==> config.mk <==
export PLATFORM = sky130hd
export DESIGN_NAME = slow_tick_hex_display
export DESIGN_NICKNAME = d
export VERILOG_FILES = /design/src/rtl/slow_tick_hex_display_pkg.sv /design/src/rtl/slow_tick_hex_display_seven_seg_decoder.sv /design/src/rtl/slow_tick_hex_display.sv
export SDC_FILE = /design/constraint.sdc
export NUM_CORES = 1
export LEC_CHECK = 0
export CELL_PAD_IN_SITES_DETAIL_PLACEMENT = 1
export CELL_PAD_IN_SITES_GLOBAL_PLACEMENT = 1
export CORE_ASPECT_RATIO = 0.5
export CORE_UTILIZATION = 41
export CTS_CLUSTER_SIZE = 16
export DETAILED_ROUTE_END_ITERATION = 10
export GPL_TIMING_DRIVEN = 0
export PLACE_DENSITY_LB_ADDON = 0.1
export SLEW_MARGIN = 0
export SYNTH_ARGS = -nofsm -noshare
export SYNTH_HDL_FRONTEND = slang
export SYNTH_SLANG_ARGS = --single-unit
export TNS_END_PERCENT = 10
==> constraint.sdc <==
create_clock -name CLOCK_50 -period 4.46 [get_ports CLOCK_50]
set_input_delay 0.669 -clock CLOCK_50 [delete_from_list [all_inputs] [get_ports CLOCK_50]]
set_output_delay 0.669 -clock CLOCK_50 [all_outputs]
set_load 0.1 [all_outputs]
==> src/rtl/slow_tick_hex_display_pkg.sv <==
// Shared constants for the slow-tick / hex-display front end: segment patterns,
// segment bit positions and the board-default divisor.
package slow_tick_hex_display_pkg;

  localparam int unsigned DEFAULT_DIVISOR = 50_000_000;
  localparam int unsigned SEG_W           = 7;

  // Bit position of each segment inside a pattern; a segment lights when its bit is 0.
  localparam int unsigned SEG_A = 0;
  localparam int unsigned SEG_B = 1;
  localparam int unsigned SEG_C = 2;
  localparam int unsigned SEG_D = 3;
  localparam int unsigned SEG_E = 4;
  localparam int unsigned SEG_F_IDX = 5;
  localparam int unsigned SEG_G = 6;

  typedef logic [SEG_W-1:0] seg_t;

  localparam seg_t SEG_0 = 7'b1000000;
  localparam seg_t SEG_1 = 7'b1111001;
  localparam seg_t SEG_2 = 7'b0100100;
  localparam seg_t SEG_3 = 7'b0110000;
  localparam seg_t SEG_4 = 7'b0011001;
  localparam seg_t SEG_5 = 7'b0010010;
  localparam seg_t SEG_6 = 7'b0000010;
  localparam seg_t SEG_7 = 7'b1111000;
  localparam seg_t SEG_8 = 7'b0000000;
  localparam seg_t SEG_9 = 7'b0010000;
  localparam seg_t SEG_A_GLYPH = 7'b0001000;
  localparam seg_t SEG_B_GLYPH = 7'b0000011;
  localparam seg_t SEG_C_GLYPH = 7'b1000110;
  localparam seg_t SEG_D_GLYPH = 7'b0100001;
  localparam seg_t SEG_E_GLYPH = 7'b0000110;
  localparam seg_t SEG_F = 7'b0001110;

  // Total over all 16 nibbles, so no blank or X pattern can ever be produced.
  function automatic seg_t hex_to_seg(input logic [3:0] nib);
    seg_t seg;
    case (nib)
      4'h0: seg = SEG_0;
      4'h1: seg = SEG_1;
      4'h2: seg = SEG_2;
      4'h3: seg = SEG_3;
      4'h4: seg = SEG_4;
      4'h5: seg = SEG_5;
      4'h6: seg = SEG_6;
      4'h7: seg = SEG_7;
      4'h8: seg = SEG_8;
      4'h9: seg = SEG_9;
      4'hA: seg = SEG_A_GLYPH;
      4'hB: seg = SEG_B_GLYPH;
      4'hC: seg = SEG_C_GLYPH;
      4'hD: seg = SEG_D_GLYPH;
      4'hE: seg = SEG_E_GLYPH;
      4'hF: seg = SEG_F;
    endcase
    return seg;
  endfunction

endpackage

==> src/rtl/slow_tick_hex_display_seven_seg_decoder.sv <==
// One hex digit: 4-bit nibble to active-low seven-segment pattern, purely combinational.
module seven_seg_decoder
  import slow_tick_hex_display_pkg::*;
(
  input  logic [3:0] nibble,
  output seg_t       seg
);
  assign seg = hex_to_seg(nibble);
endmodule

==> src/rtl/slow_tick_hex_display.sv <==
// Clock divider producing a one-cycle enable-gated tick, plus four hex digit decoders.
module slow_tick_hex_display
  import slow_tick_hex_display_pkg::*;
#(
  parameter int unsigned DIVISOR = DEFAULT_DIVISOR,
  parameter int unsigned CNT_W   = 26
) (
  input  logic        CLOCK_50,
  input  logic        resetn,
  input  logic        enable,
  input  logic [15:0] value,
  output logic        tick,
  output logic [6:0]  HEX0,
  output logic [6:0]  HEX1,
  output logic [6:0]  HEX2,
  output logic [6:0]  HEX3
);

  localparam logic [CNT_W-1:0] RELOAD = CNT_W'(DIVISOR - 1);

  logic [CNT_W-1:0] cnt_q;
  logic [CNT_W-1:0] cnt_d;

  // NOTE: the default assignment first keeps this block free of inferred latches.
  always_comb begin
    cnt_d = cnt_q;
    if (enable) begin
      cnt_d = (cnt_q == '0) ? RELOAD : cnt_q - CNT_W'(1);
    end
  end

  // NOTE: non-blocking so every flop samples pre-edge values; reset is synchronous here.
  always_ff @(posedge CLOCK_50) begin
    if (!resetn) cnt_q <= RELOAD;
    else         cnt_q <= cnt_d;
  end

  // Gated by enable so a tick pending at zero waits for enable to return.
  assign tick = enable & (cnt_q == '0);

  seven_seg_decoder u_dec0 (.nibble(value[3:0]),   .seg(HEX0));
  seven_seg_decoder u_dec1 (.nibble(value[7:4]),   .seg(HEX1));
  seven_seg_decoder u_dec2 (.nibble(value[11:8]),  .seg(HEX2));
  seven_seg_decoder u_dec3 (.nibble(value[15:12]), .seg(HEX3));

endmodule

==> results.md <==
* Min Tclk post-route at 4.20 ns
* Drt drc at 0
* Clk pwr share at around 26%
* DRT iter0 DRCs at between 70 and 80
* Syn Area/Cell at 8.43 µm²
* Yosys Warn Count at 0
* Clock sinks at 26
* Worst Setup Start Kind: input port
* Most used cell, CP: clkdlybuf4s50_1
* Final Cycle Share at 94.1%
* Cell Chain, Critical Path: clkdlybuf4s50_1 -> nor4b_4 -> nand4b_1 -> nor3_1 -> clkdlybuf4s50_1
* Worst reg2reg path endpoint: cnt_q[25]$_SDFFE_PN1P_
* Die Ht at 54.7 µm
* Switching part of the total power at 41.6%
* Slew HR at 32.4%
* Area delta synth->final at 27.7%
* Reg-to-Reg Start: cnt_q[5]$_SDFFE_PN1P_
* RD Place Congestion at 0.826
* CP Class: input port to output pin
* Hold Path Class: flip-flop to flip-flop
* WP data required at ~3.8 ns
* Clk root buf: clkbuf_8
* Sequential share of power at 31.2%
* Worst R2R Path Depth at 5
* HPWL after DPL at ~4.5 mm
* Synth Area in Compound Gates at around 16%
* Post-Synth Adder-Cell Area at 13.7%
* Fraction of the mapped netlist area in simple logic gates at 27.5%
* IO Pins at between 40 and 50
* Total Wirelength at 5.88 mm
* Synth Instances at 270
* CTS resizes at 0
* Flops & latches, synth at 26
* Die footprint at slightly below 0.006 mm²
* Die extent in x at 107 µm
* DRT Pass-1 Iters at 4
* Post-place setup slack at 0.290 ns
* Hold violation total from the final report at 0
* Seq/Total Area, Yosys at around 23%
* Worst hold margin at 0.490 ns
* Max Fclk at 238 MHz
* P_leak at ~0.0011 µW
* CTS tree: yes
* Total gr overflow at 0
* Register area at roughly 520 µm²
* DP Area at 0.00283 mm²
* Actual slew at the worst max-slew pin at a little over 1 ns
* Clk slew on worst S/H paths at 0.09 ns
* Synthesized area at 0.00228 mm²
* CP max stage delay at ~1.2 ns
* Fillers at 620
* H-tree Lvls at 1
* Max Cap Viol at 0
* R2R setup slack at 2.18 ns
* Hold wc startpoint: cnt_q[18]$_SDFFE_PN0P_
* Area of the multi-input gates at 0.00164 mm²
* Peak supply drop at 0.131 mV
* Cts hold-fix bufs at 0
* Post-DRT Antenna Nets at 0
* Biggest register: cnt_q
* Yosys cell types at 47
* Final setup vio count at 0
* Setup bufs post-CTS at 0
* Max-slew violation count at 0
* Antenna Cells at 0
* Multiplexer share of the synthesized area at between 10% and 20%
* Clock Latency Late Sink at 0.28 ns
* RSZ-0062 raised after global routing: no
* Synthesized net count at between 300 and 400
* Vias in the first global route at approximately 2,100
* Total number of vias at 2,187
* Initial Util at 44.3%
* Gate power share at 43.1%
* Share of cells above drive strength 1 at 8.10%
* Outcome: finished, final reports clean
* Internal cell power at between 400 and 500 µW
* Port bufs at 47
* Nets at about 370
* Crit path max fanout at 7
* Max reg flops at 26
* Wirelength per Cell at 15.0 µm
* TritonCTS buffer count at 3
* Synth async-reset ratio at 0%
* Post-route cell area at just under 0.003 mm²
* Number of synthesized flops with an enable pin at 0
* Final core utilization at 56.6%
* Main combinational cell family by area after synthesis: simple AND/OR/NAND/NOR gates
* Largest net degree at the start of global routing at 16
* Final setup TNS at 0 ns
* Total GRT Usage at 21.0%
* Vias per inst at 5.59
* Hold path depth at 2
* Synth Flop Type: dfxtp_1
* Initial antenna violation count at 0
* Slowest-stage cell, CP: clkdlybuf4s50_1
* XOR/XNOR Fraction of Synth Area at under 10%
* WP data arrival at 3.53 ns
* CP Capture Type: output pin
* Clock Skews at between 0.007 and 0.008 ns
* Setup WS post-layout at between 0.2 and 0.3 ns
* Switch Pwr at 319 µW
* Clock Tree Buf Depth at 2
* Leading registers by flop count: cnt_q x26
* Global-route wire length before repair at 9.73 mm
* CORE AREA at between 0.005 and 0.006 mm²
* Pwr/cell area at 264 mW/mm²
* Hold EP: cnt_q[18]$_SDFFE_PN0P_
* Row count at 18
## stage by stage
| stage | power, µW | cells |
|---|---|---|
| after floorplan | 489 | 270 |
| after detailed placement | 575 | 387 |
| final | 768 | 391 |
| after global placement | 568 | 387 |
| after global routing | 802 | 391 |
| after CTS | 773 | 391 |
## cell usage in the layout (no fill, tap or decap), types with 4 or more instances in the layout
master / count
nand3_1: 11
or4_1: 7
o31ai_1: 8
nand2_1: 26
xor2_1: 4
clkdlybuf4s50_1: 47
nor2_1: 21
inv_1: 13
o21ai_0: 20
or3_1: 5
nand4b_1: 4
clkbuf_1: 8
xnor2_1: 4
ha_1: 25
mux2_2: 5
a21oi_1: 7
dfxtp_1: 26
mux2i_1: 14
a22o_1: 5
nor2b_1: 5
## power by group through the flow
stage	clock, µW	combinational [µW]	sequential [µW]
after floorplan	0	245	244
after CTS	202	332	239
after global routing	214	348	240
after global placement	0	324	244
after detailed placement	0	330	245
final	197	331	239
## critical path: cells and delay by family
kind	cells	cell delay, ns
and+or+nand+nor	3	1.09
buffers and inverters	2	1.76
## synth_stat cells, types with 2 or more instances
cell type	instances	area, µm²
nand3_1	11	55.1
o41ai_1	2	17.5
or4_1	7	52.6
nor4b_4	2	47.6
inv_1	13	48.8
nor2_1	21	78.8
nand4b_1	4	35.0
or4_4	2	22.5
nor2b_1	5	31.3
a31oi_1	3	18.8
o31ai_1	8	60.1
nor3_1	3	15.0
a21oi_1	7	35.0
clkbuf_1	8	30.0
a32o_1	3	30.0
or3_1	5	31.3
and4_1	3	26.3
mux2i_1	14	140
buf_2	2	10.0
nand2b_1	2	12.5
ha_1	25	313
nand2_1	26	97.6
mux4_2	3	67.6
buf_1	3	11.3
dfxtp_1	26	521
o21a_1	2	15.0
nor4_1	3	18.8
nand3b_1	3	22.5
a22o_1	5	43.8
or3b_2	3	26.3
o21ai_0	20	100
xnor2_1	4	35.0
xor2_1	4	35.0
mux2_2	5	56.3
## per-layer routing
layer	track usage, %	up-vias	wire length, µm
met5	0	-	0
met3	4.76	4	294
met2	39.9	48	2690
li1	-	1089	-
met1	25.3	1046	2860
met4	3.65	0	33
## cells by family after synthesis
group / count (synthesis)
simple gates: 106
compound gates: 56
buf+inv: 27
flops: 26
fa+ha+maj: 25
mux: 22
xor+xnor: 8
## area by class of cell
cell class,count,share of cell area [%]
Multi-Input combinational cell,217,56.6
Timing Repair Buffer,47,16.2
Inverter,13,1.68
Clock inverter,1,1.03
Sequential cell,26,17.9
Buffer,14,2.15
Tap cell,70,3.01
Clock buffer,3,1.42
## how the worst max path moves through the flow
stage,start,end,cells past startpoint
finish,enable,tick,5
global route,enable,tick,5
CTS,enable,tick,5
detailed placement,enable,tick,5
global placement,enable,tick,5
floorplan,cnt_q[19]$_SDFFE_PN1P_,tick,3
Note: power is estimated with default switching activity, not from simulation.
